$ cat config.mk
export PLATFORM = sky130hd
export DESIGN_NAME = dyn_bcd_counter_disp_flat
export DESIGN_NICKNAME = d
export VERILOG_FILES = /design/src/rtl/dyn_bcd_counter_disp_if.sv /design/src/rtl/dyn_bcd_counter_disp.sv /design/src/flat_wrapper.sv
export SDC_FILE = /design/constraint.sdc
export NUM_CORES = 1
export LEC_CHECK = 0
export BUFFER_PORTS_ARGS = -buffer_cell sky130_fd_sc_hd__buf_2
export CORE_UTILIZATION = 50
export CTS_CLUSTER_SIZE = 24
export DETAILED_ROUTE_END_ITERATION = 16
export GPL_TIMING_DRIVEN = 0
export PLACE_DENSITY = 0.71
export SLEW_MARGIN = 15
export SYNTH_ARGS = -nofsm -noshare
export SYNTH_HDL_FRONTEND = slang
export SYNTH_SLANG_ARGS = --single-unit
$ cat constraint.sdc
create_clock -name clk_50M -period 3.5 [get_ports clk_50M]
set_clock_uncertainty 0.15 [all_clocks]
set_input_delay 0.7 -clock clk_50M [delete_from_list [all_inputs] [get_ports clk_50M]]
set_output_delay 0.7 -clock clk_50M [all_outputs]
set_load 0.05 [all_outputs]
$ cat src/rtl/dyn_bcd_counter_disp_if.sv
// Board-side bundle for the BCD counter/display: control inputs, count/wrap status and display pins.
interface dyn_bcd_counter_disp_if #(
    parameter int unsigned DIGITS     = 6,
    parameter int unsigned CNT_DIGITS = 4
);
    logic                    preset;
    logic [4*CNT_DIGITS-1:0] preset_val;
    logic                    up_down;
    logic                    run;
    logic                    blank_lz;
    logic [4*CNT_DIGITS-1:0] count;
    logic                    wrap;
    logic [DIGITS-1:0]       seg_sel;
    logic [7:0]              seg_led;

    modport master (
        output preset, preset_val, up_down, run, blank_lz,
        input  count, wrap, seg_sel, seg_led
    );

    modport slave (
        input  preset, preset_val, up_down, run, blank_lz,
        output count, wrap, seg_sel, seg_led
    );
endinterface

$ cat src/rtl/dyn_bcd_counter_disp.sv
// BCD up/down counter with clamped preset, wrap flag and a multiplexed 7-segment scan
// with optional leading-zero blanking.
module dyn_bcd_counter_disp #(
    parameter int unsigned DIGITS            = 6,
    parameter int unsigned CNT_DIGITS        = 4,
    parameter int unsigned DIVCLK_CNTMAX_1ms = 49999,
    parameter int unsigned DIVCLK_CNTMAX_1s  = 999
) (
    input  logic                     clk_50M,
    input  logic                     rst,
    dyn_bcd_counter_disp_if.slave    bus
);

    localparam int unsigned CNT_W  = 4 * CNT_DIGITS;
    localparam int unsigned MS_W   = (DIVCLK_CNTMAX_1ms > 0) ? $clog2(DIVCLK_CNTMAX_1ms + 1) : 1;
    localparam int unsigned S_W    = (DIVCLK_CNTMAX_1s > 0) ? $clog2(DIVCLK_CNTMAX_1s + 1) : 1;
    localparam int unsigned SCAN_W = (DIGITS > 1) ? $clog2(DIGITS) : 1;

    logic [MS_W-1:0]   ms_cnt;
    logic [S_W-1:0]    s_cnt;
    logic [SCAN_W-1:0] scan_idx;
    logic [CNT_W-1:0]  count_q;
    logic              wrap_q;
    logic [DIGITS-1:0] seg_sel_q;
    logic [7:0]        seg_led_q;

    logic              ms_tick_c;
    logic              s_tick_c;
    logic [CNT_W-1:0]  preset_clamped_c;
    logic [CNT_W-1:0]  step_c;
    logic              step_wrap_c;
    logic [SCAN_W-1:0] msnz_c;
    logic [3:0]        cur_digit_c;
    logic              cur_blank_c;

    // Active-low segment pattern for one BCD digit; dp always off.
    function automatic logic [7:0] seg_decode(input logic [3:0] d, input logic blank);
        logic [7:0] seg;
        seg = 8'hFF;
        if (!blank) begin
            case (d)
                4'd0:    seg = 8'hC0;
                4'd1:    seg = 8'hF9;
                4'd2:    seg = 8'hA4;
                4'd3:    seg = 8'hB0;
                4'd4:    seg = 8'h99;
                4'd5:    seg = 8'h92;
                4'd6:    seg = 8'h82;
                4'd7:    seg = 8'hF8;
                4'd8:    seg = 8'h80;
                4'd9:    seg = 8'h90;
                default: seg = 8'hFF;
            endcase
        end
        return seg;
    endfunction

    assign ms_tick_c = (ms_cnt == MS_W'(DIVCLK_CNTMAX_1ms));
    assign s_tick_c  = ms_tick_c && (s_cnt == S_W'(DIVCLK_CNTMAX_1s));

    // Preset clamp and ripple BCD step; carry out of the top digit is the wrap.
    always_comb begin
        logic [3:0] nib;
        logic [3:0] d;
        logic       carry;
        preset_clamped_c = '0;
        step_c           = count_q;
        nib              = 4'd0;
        d                = 4'd0;
        carry            = 1'b1;
        for (int i = 0; i < int'(CNT_DIGITS); i++) begin
            nib = bus.preset_val[4*i +: 4];
            preset_clamped_c[4*i +: 4] = (nib > 4'd9) ? 4'd9 : nib;
            d = count_q[4*i +: 4];
            if (carry) begin
                if (bus.up_down) begin
                    if (d >= 4'd9) begin
                        d = 4'd0;
                    end else begin
                        d     = d + 4'd1;
                        carry = 1'b0;
                    end
                end else begin
                    if (d == 4'd0) begin
                        d = 4'd9;
                    end else begin
                        d     = d - 4'd1;
                        carry = 1'b0;
                    end
                end
            end
            step_c[4*i +: 4] = d;
        end
        step_wrap_c = carry;
    end

    // Most-significant nonzero digit (0 when the count is zero) and the digit at the scan position.
    always_comb begin
        msnz_c      = '0;
        cur_digit_c = 4'd0;
        cur_blank_c = 1'b1;
        for (int i = 0; i < int'(CNT_DIGITS); i++) begin
            if (count_q[4*i +: 4] != 4'd0) begin
                msnz_c = SCAN_W'(i);
            end
        end
        for (int i = 0; i < int'(CNT_DIGITS); i++) begin
            if (scan_idx == SCAN_W'(i)) begin
                cur_digit_c = count_q[4*i +: 4];
                cur_blank_c = bus.blank_lz && (SCAN_W'(i) > msnz_c);
            end
        end
    end

    always_ff @(posedge clk_50M) begin
        if (rst) begin
            ms_cnt    <= '0;
            s_cnt     <= '0;
            scan_idx  <= '0;
            count_q   <= '0;
            wrap_q    <= 1'b0;
            seg_sel_q <= '1;
            seg_led_q <= 8'hFF;
        end else begin
            ms_cnt <= ms_tick_c ? '0 : ms_cnt + 1'b1;
            if (ms_tick_c) begin
                s_cnt    <= s_tick_c ? '0 : s_cnt + 1'b1;
                scan_idx <= (scan_idx == SCAN_W'(DIGITS - 1)) ? '0 : scan_idx + 1'b1;
            end

            // Preset restarts the 1 s interval so the next step lands a full period later.
            if (bus.preset) begin
                count_q <= preset_clamped_c;
                ms_cnt  <= '0;
                s_cnt   <= '0;
                wrap_q  <= 1'b0;
            end else if (s_tick_c && bus.run) begin
                count_q <= step_c;
                wrap_q  <= step_wrap_c;
            end else begin
                wrap_q  <= 1'b0;
            end

            seg_sel_q <= ~(DIGITS'(1) << scan_idx);
            seg_led_q <= seg_decode(cur_digit_c, cur_blank_c);
        end
    end

    assign bus.count   = count_q;
    assign bus.wrap    = wrap_q;
    assign bus.seg_sel = seg_sel_q;
    assign bus.seg_led = seg_led_q;

endmodule
$ cat src/flat_wrapper.sv
// flat-port wrapper written by rule: the top's interface ports become plain ports
module dyn_bcd_counter_disp_flat 
#(
    parameter int unsigned DIGITS            = 6,
    parameter int unsigned CNT_DIGITS        = 4,
    parameter int unsigned DIVCLK_CNTMAX_1ms = 49999,
    parameter int unsigned DIVCLK_CNTMAX_1s  = 999
)
  (clk_50M, rst, bus_preset, bus_preset_val, bus_up_down, bus_run, bus_blank_lz, bus_count, bus_wrap, bus_seg_sel, bus_seg_led);
  dyn_bcd_counter_disp_if #(.DIGITS(DIGITS), .CNT_DIGITS(CNT_DIGITS)) bus_i ();
  input  logic clk_50M;
  input  logic rst;
  input wire logic [$bits(bus_i.preset)-1:0] bus_preset;
  input wire logic [$bits(bus_i.preset_val)-1:0] bus_preset_val;
  input wire logic [$bits(bus_i.up_down)-1:0] bus_up_down;
  input wire logic [$bits(bus_i.run)-1:0] bus_run;
  input wire logic [$bits(bus_i.blank_lz)-1:0] bus_blank_lz;
  output wire logic [$bits(bus_i.count)-1:0] bus_count;
  output wire logic [$bits(bus_i.wrap)-1:0] bus_wrap;
  output wire logic [$bits(bus_i.seg_sel)-1:0] bus_seg_sel;
  output wire logic [$bits(bus_i.seg_led)-1:0] bus_seg_led;
  assign bus_i.preset = bus_preset;
  assign bus_i.preset_val = bus_preset_val;
  assign bus_i.up_down = bus_up_down;
  assign bus_i.run = bus_run;
  assign bus_i.blank_lz = bus_blank_lz;
  assign bus_count = bus_i.count;
  assign bus_wrap = bus_i.wrap;
  assign bus_seg_sel = bus_i.seg_sel;
  assign bus_seg_led = bus_i.seg_led;
  dyn_bcd_counter_disp #(.DIGITS(DIGITS), .CNT_DIGITS(CNT_DIGITS), .DIVCLK_CNTMAX_1ms(DIVCLK_CNTMAX_1ms), .DIVCLK_CNTMAX_1s(DIVCLK_CNTMAX_1s)) u_core (.clk_50M(clk_50M), .rst(rst), .bus(bus_i));
endmodule
==> qor.yml, run 1 <==
status: "finished, final reports clean"
first_iter_violations: 226
whs_path_depth: 1
overflow: 0
routed_via_density: 5.772
min_from: "u_core.ms_cnt[0]$_SDFF_PP0_"
start_util_pct: 51.68
timing.hold.worst_endpoint: "u_core.ms_cnt[0]$_SDFF_PP0_"
synth-async-reset-ratio_pct: 0
synthAdderAreaFrac_pct: 7.009
routabilityCongestion: 0.9193
critPathCaptureType: "register"
ff2ff_path_depth: 10
syn_area_per_cell_um2: 8.221
synth-seq-cells: 59
ys_warn_count: 0
worstReg2RegEnd: "u_core.bus.seg_led[3]$_SDFF_PP1_"
syn_inst: 456
grt_pass1_wl_um: 15040
synth_top_family_by_area: "simple AND/OR/NAND/NOR gates"
cts_root_buf: "clkbuf_8"
numCtsBuffers: 9
critPathMaxFanout: 10
htree_levels: 3
drive_gt1_share_pct: 16.92
tightest_slew_ns: 0.8469
worstSetupPathType: "register to register"
die_area_um2: 7847
maxSlewHeadroom_pct: 43.20
hold_path_class: "register to register"
max_freq_ghz: 0.3447
clk_pin_slew_worst_paths_ns: 0.07
cts_hold_buf: 0
ant_nets: 0
fin_nets: 559
synthFlopType: "dfxtp_1"
setup_ws_ns: 0.5987
cts.sinks: 59
insertion_delay_ns: 0.34
synth_xor_area_share_pct: 5.140
p_leak_nw: 1.613
insertedDiodeCount: 0
crit_arrival_ns: 2.92
layout.area.seq_um2: 1181
finalSetupViolCount: 0
area_growth_pct: 15.85
grt_setup_unrepaired: "false"
holdWs_ns: 0.2877
r2r_start: "u_core.scan_idx[1]$_SDFFE_PP0N_"
grt_pass1_vias: 3192
powerDensity_nw_per_um2: 402.7
hold_viol: 0
clockBufferDepth: 2
io_pins: 53
vias: 3573
synth_seq_area_share_pct: 31.51
peakVddDrop_v: 0.0002689
pre_cts_slack_ns: 0.6470
muxShareOfSynthArea_pct: 4.172
hpwlAfterDp_um: 6625
post_cts_resized: 0
rows: 31
drv_cap: 0
die_width_um: 88.59
synth_edf_count: 0
post-cts-setup-buffer-count: 0
cp.required_ns: 3.52
fin_tns_setup_ns: 0
multi_input_area_um2: 2333
r2r_slack_ns: 0.60
synthSimpleGateAreaFrac_pct: 24.33
routedWlPerCell_um: 14.81
grt_max_degree: 11
antenna_found_initial: 0
post-route-min-period_ns: 2.901
drt_wl_total_um: 9169
synth_cell_types: 75
syn_area_um2: 3749
drv_slew: 0
drc_errors: 0
start_kind: "register"
fillers: 668
drt_first_pass_iters: 5
place_area_um2: 4118
cts_tree: "yes"
dieHeight_um: 88.59
portBuffers: 49
synth-compound-area-share_pct: 21.50
synth_nets: 499
core_area_um2: 7253
period_share_pct: 82.89
grt.total_usage_pct: 24.72
stdcell_area_um2: 4343
==> Yosys cell counts, types with 3 or more instances <==
cell type | n | share of area (%)
o211ai_1 | 7 | 1.4
o32ai_1 | 3 | 0.70
xnor2_1 | 15 | 3.5
clkbuf_1 | 23 | 2.3
nand2b_1 | 9 | 1.5
dfxtp_1 | 59 | 32
xor2_1 | 7 | 1.6
a22o_1 | 3 | 0.70
and4_1 | 3 | 0.70
nor3_1 | 10 | 1.3
nand3b_1 | 3 | 0.60
nor3b_1 | 8 | 1.6
nor2b_1 | 3 | 0.50
o31ai_1 | 5 | 1.0
a31oi_1 | 3 | 0.50
or3_1 | 6 | 1.0
a211oi_1 | 6 | 1.2
nand4_1 | 11 | 1.8
and2_1 | 3 | 0.50
o21ai_0 | 21 | 2.8
o2bb2ai_1 | 4 | 0.93
nor4_1 | 5 | 0.83
nor2_1 | 45 | 4.5
o22ai_1 | 4 | 0.67
and3_1 | 4 | 0.67
o21bai_1 | 5 | 1.0
a21o_1 | 3 | 0.60
ha_1 | 21 | 7.0
nand3_1 | 14 | 1.9
mux2i_1 | 10 | 2.7
a22oi_1 | 3 | 0.60
nand2_1 | 25 | 2.5
inv_1 | 29 | 2.9
a21oi_1 | 23 | 3.1
mux2_2 | 5 | 1.5
==> through the flow <==
| step | util [%] | instances | power, mW |
|---|---|---|---|
| floorplan | - | 456 | 0.9610 |
| global placement | 56.77 | 604 | 1.037 |
| detailed placement | 56.77 | 604 | 1.041 |
| CTS | 59.88 | 619 | 1.753 |
| global route | 59.88 | 619 | 1.825 |
| finish | 59.88 | 619 | 1.749 |
==> worst max-delay path, stage by stage (launching register included) <==
cell and delay (ns):
dfxtp_1 0.37, buf_1 0.37, and2_1 0.19, ha_1 0.13
clkbuf_1 0.28, nor2_1 0.16, a22oi_1 0.39, inv_1 0.13
ha_1 0.32, mux2i_1 0.14, o211ai_1 0.10
==> worst max path at each step <==
stage	from	end	slack (ns)	cells past startpoint
floorplan	u_core.bus.count[0]$_SDFFE_PP0P_	u_core.bus.count[9]$_SDFFE_PP0P_	0.80	8
global placement	u_core.scan_idx[1]$_SDFFE_PP0N_	u_core.bus.seg_led[3]$_SDFF_PP1_	0.74	10
detailed placement	u_core.scan_idx[1]$_SDFFE_PP0N_	u_core.bus.seg_led[3]$_SDFF_PP1_	0.65	10
CTS	u_core.scan_idx[1]$_SDFFE_PP0N_	u_core.bus.seg_led[3]$_SDFF_PP1_	0.62	10
global route	u_core.scan_idx[1]$_SDFFE_PP0N_	u_core.bus.seg_led[6]$_SDFF_PP1_	0.36	8
finish	u_core.scan_idx[1]$_SDFFE_PP0N_	u_core.bus.seg_led[3]$_SDFF_PP1_	0.60	10
==> registers in the layout, summed over array words and instances (netlist names) <==
name and flops:
u_core.bus.seg_sel 6, u_core.bus.seg_led 7, u_core.s_cnt 10, u_core.bus.wrap 1
u_core.bus.count 16, u_core.ms_cnt 16, u_core.scan_idx 3
==> power breakdown <==
part           switching, mW  internal, mW
combinational          0.209         0.108
clock                  0.282         0.436
sequential            0.0233         0.692
total                  0.514          1.24
==> logic make-up (layout without fill, tap and decap cells) <==
logic type	after synthesis	in the layout
XOR/XNOR	22	22
adder cells (fa/ha/maj)	21	21
AND/OR/NAND/NOR	165	165
other	1	1
buffers and inverters	58	122
AO/OA/AOI/OAI	115	115
flip-flops	59	59
multiplexers	15	15
==> placed cells by master, fill, tap and decap left out, types with 3 or more instances in the layout <==
cell	Yosys	routed
dfxtp_1	59	59
buf_2	1	50
nor2_1	45	45
inv_1	29	29
nand2_1	25	25
clkbuf_1	23	23
a21oi_1	23	23
o21ai_0	21	21
ha_1	21	21
xnor2_1	15	15
nand3_1	14	14
nand4_1	11	11
clkbuf_8	0	11
mux2i_1	10	10
nor3_1	10	10
nand2b_1	9	9
nor3b_1	8	8
xor2_1	7	7
o211ai_1	7	7
or3_1	6	6
a211oi_1	6	6
o21bai_1	5	5
mux2_2	5	5
o31ai_1	5	5
nor4_1	5	5
o2bb2ai_1	4	4
and3_1	4	4
o22ai_1	4	4
nor2b_1	3	3
a22o_1	3	3
and2_1	3	3
a22oi_1	3	3
and4_1	3	3
a21o_1	3	3
a31oi_1	3	3
o32ai_1	3	3
nand3b_1	3	3
==> cell type report <==
class | instances | share of cell area, %
clock inverters | 4 | 1.700
plain buffers | 28 | 2.795
multi-input cells | 339 | 53.73
clock buffers | 11 | 3.486
flip-flops and latches | 59 | 27.20
well taps | 99 | 2.852
repair buffers | 49 | 5.647
inverters | 30 | 2.593
==> routing by layer <==
metal,vias to the layer above,track usage [%],routed length [um]
li1,1767,-,-
met1,1690,34.11,4346
met2,104,39.16,4251
met3,12,3.918,455
met4,0,8.504,116
met5,-,0,0
(Power assumes the default switching activity.)
==> run 2, diff against run 1 <==
Clock period 3.5 ns to 2.8 ns, I/O delays scaled along.
==> qor.yml, run 2 (synthesized netlist as in run 1, its figures left out) <==
status: "finished, final reports clean"
ant_nets: 0  # unchanged
met1_usage_pct: 33.94  # -0.17 points
clockBufferDepth: 2  # unchanged
dieHeight_um: 88.59  # unchanged
p_leak_nw: 1.610  # -0.15%
grt_pass1_vias: 3184  # -0.25%
post-cts-setup-buffer-count: 0  # unchanged
drc_errors: 0  # unchanged
finalSetupViolCount: 0  # unchanged
grt_max_degree: 13  # +2
fin_nets: 556  # -0.54%
fin_tns_setup_ns: 0  # unchanged
insertion_delay_ns: 0.34  # about the same
power_mw: 2.183  # +25%
dp_cells: 604  # unchanged
hold_viol: 0  # unchanged
io_pins: 53  # unchanged
layout_common_cells: "59 x dfxtp_1, 50 x buf_2, 44 x nor2_1"
portBuffers: 49  # unchanged
clk_pin_slew_worst_paths_ns: 0.07  # about the same
post-route-min-period_ns: 2.680  # -0.2212 ns
overflow: 0  # unchanged
maxSlewHeadroom_pct: 54.57  # +11 points
htree_levels: 3  # unchanged
first_iter_violations: 213  # -5.8%
crit_arrival_ns: 2.77  # -0.15 ns
die_width_um: 88.59  # unchanged
rows: 31  # unchanged
gr-usage-met2_pct: 39.16  # unchanged
cts_tree: "yes"
stdcell_area_um2: 4347  # about the same
routedWlPerCell_um: 14.98  # +1.2%
start_util_pct: 51.68  # unchanged
r2r_start: "u_core.bus.count[0]$_SDFFE_PP0P_"
final_common_cell: "dfxtp_1"
critPathCaptureType: "register"
max_freq_ghz: 0.3731  # +8.3%
numCtsBuffers: 9  # unchanged
met3_usage_pct: 3.918  # unchanged
cts_root_buf: "clkbuf_8"
period_share_pct: 95.72  # +13 points
drt_wl_total_um: 9230  # +0.67%
peakVddDrop_v: 0.0003373  # +25%
drv_slew: 0  # unchanged
routabilityCongestion: 0.9193  # unchanged
crit_start: "u_core.bus.count[0]$_SDFFE_PP0P_"
min_from: "u_core.ms_cnt[0]$_SDFF_PP0_"
drv_cap: 0  # unchanged
drt_first_pass_iters: 4  # -1
vias: 3560  # -0.36%
place_area_um2: 4118  # unchanged
tightest_slew_ns: 0.6789  # -0.1679 ns
hpwlAfterDp_um: 6625  # unchanged
die_area_um2: 7847  # unchanged
busiest_layer: "met2"
cp.required_ns: 2.89  # -0.63 ns
grt_setup_unrepaired: "false"
start_kind: "register"
worstSetupPathType: "register to register"
routed_via_density: 5.779  # +0.12%
critPathMaxFanout: 10  # unchanged
powerDensity_nw_per_um2: 502.2  # +25%
drive_gt1_share_pct: 17.79  # +0.87 points
grt.total_usage_pct: 24.66  # -0.059 points
core_area_um2: 7253  # unchanged
antenna_found_initial: 0  # unchanged
area_growth_pct: 15.95  # about the same
hold_path_class: "register to register"
insertedDiodeCount: 0  # unchanged
fillers: 670  # +0.30%
cts.sinks: 59  # unchanged
finalNonFillerCells: 616  # -0.48%
grt_pass1_wl_um: 15000  # -0.28%
run 2: cell count changes in the layout (fill, tap and decap cells not counted):
cell / delta
a22oi_1: -1
o21ai_1: +1
a211oi_1: -1
o21ai_0: -1
buf_1: -1
ha_2: +1
ha_1: -1
clkbuf_1: -2
nor2_2: +1
a22oi_2: +1
nor2_1: -1
a211oi_2: +1
run 2: timing repair:
action                     CTS  global route
pin swaps                    0             0
setup endpoints to repair    1             9
hold buffers                 0             0
resized for setup            0             5
run 2: cell type report:
class	instances	area, um2	area share [%]
Buffer	25	110.1	2.533
Clock buffer	11	151.4	3.483
Clock inverter	4	73.82	1.698
Inverter	30	112.6	2.591
Multi-Input combinational cell	339	2349	54.03
Sequential cell	59	1181	27.17
Tap cell	99	123.9	2.850
Timing Repair Buffer	49	245.2	5.642
run 2: final timing paths:
| check | to | slack [ns] | cells after the start |
|---|---|---|---|
| worst max-delay path | u_core.bus.count[9]$_SDFFE_PP0P_ | 0.12 | 8 |
| worst min-delay path | u_core.ms_cnt[0]$_SDFF_PP0_ | 0.29 | 1 |
| worst max register to register | u_core.bus.count[9]$_SDFFE_PP0P_ | 0.12 | 8 |
| worst min register to register | u_core.ms_cnt[0]$_SDFF_PP0_ | 0.29 | 1 |
run 2: per-layer routing:
| metal | vias to the layer above | share of wire (%) | wire length (um) |
|---|---|---|---|
| met5 | - | 0 | 0 |
| met4 | 0 | 1.6 | 146 |
| met3 | 15 | 5.1 | 467 |
| met2 | 108 | 46 | 4289 |
| met1 | 1672 | 47 | 4327 |
| li1 | 1765 | - | - |
run 2: power by group:
| part | leakage [nW] | internal [mW] | switching (mW) | total (mW) |
|---|---|---|---|---|
| registers | 0.482 | 0.864 | 0.0298 | 0.894 |
| logic | 1.01 | 0.136 | 0.262 | 0.397 |
| clock network | 0.115 | 0.545 | 0.346 | 0.891 |
| total | 1.61 | 1.55 | 0.638 | 2.18 |
run 2: through the flow:
| step | setup WS [ns] | util, % | hold WS (ns) |
|---|---|---|---|
| final | 0.1199 | 59.93 | 0.2872 |
| after global routing | 0.006815 | 59.93 | 0.3057 |
| after CTS | 0.01565 | 59.82 | 0.2902 |
| after detailed placement | -0.05300 | 56.77 | 0.2788 |
| after global placement | 0.03711 | 56.77 | 0.2746 |
| after floorplan | 0.09796 | - | 0.2629 |
run 2: worst max-delay path, stage by stage, from the launching register on:
cell     delay, ns
dfxtp_1       0.42
inv_1         0.14
ha_2          0.25
or3b_1        0.38
o22a_2        0.24
nor4_2        0.30
buf_4         0.25
mux2_2        0.34
o32ai_1       0.11
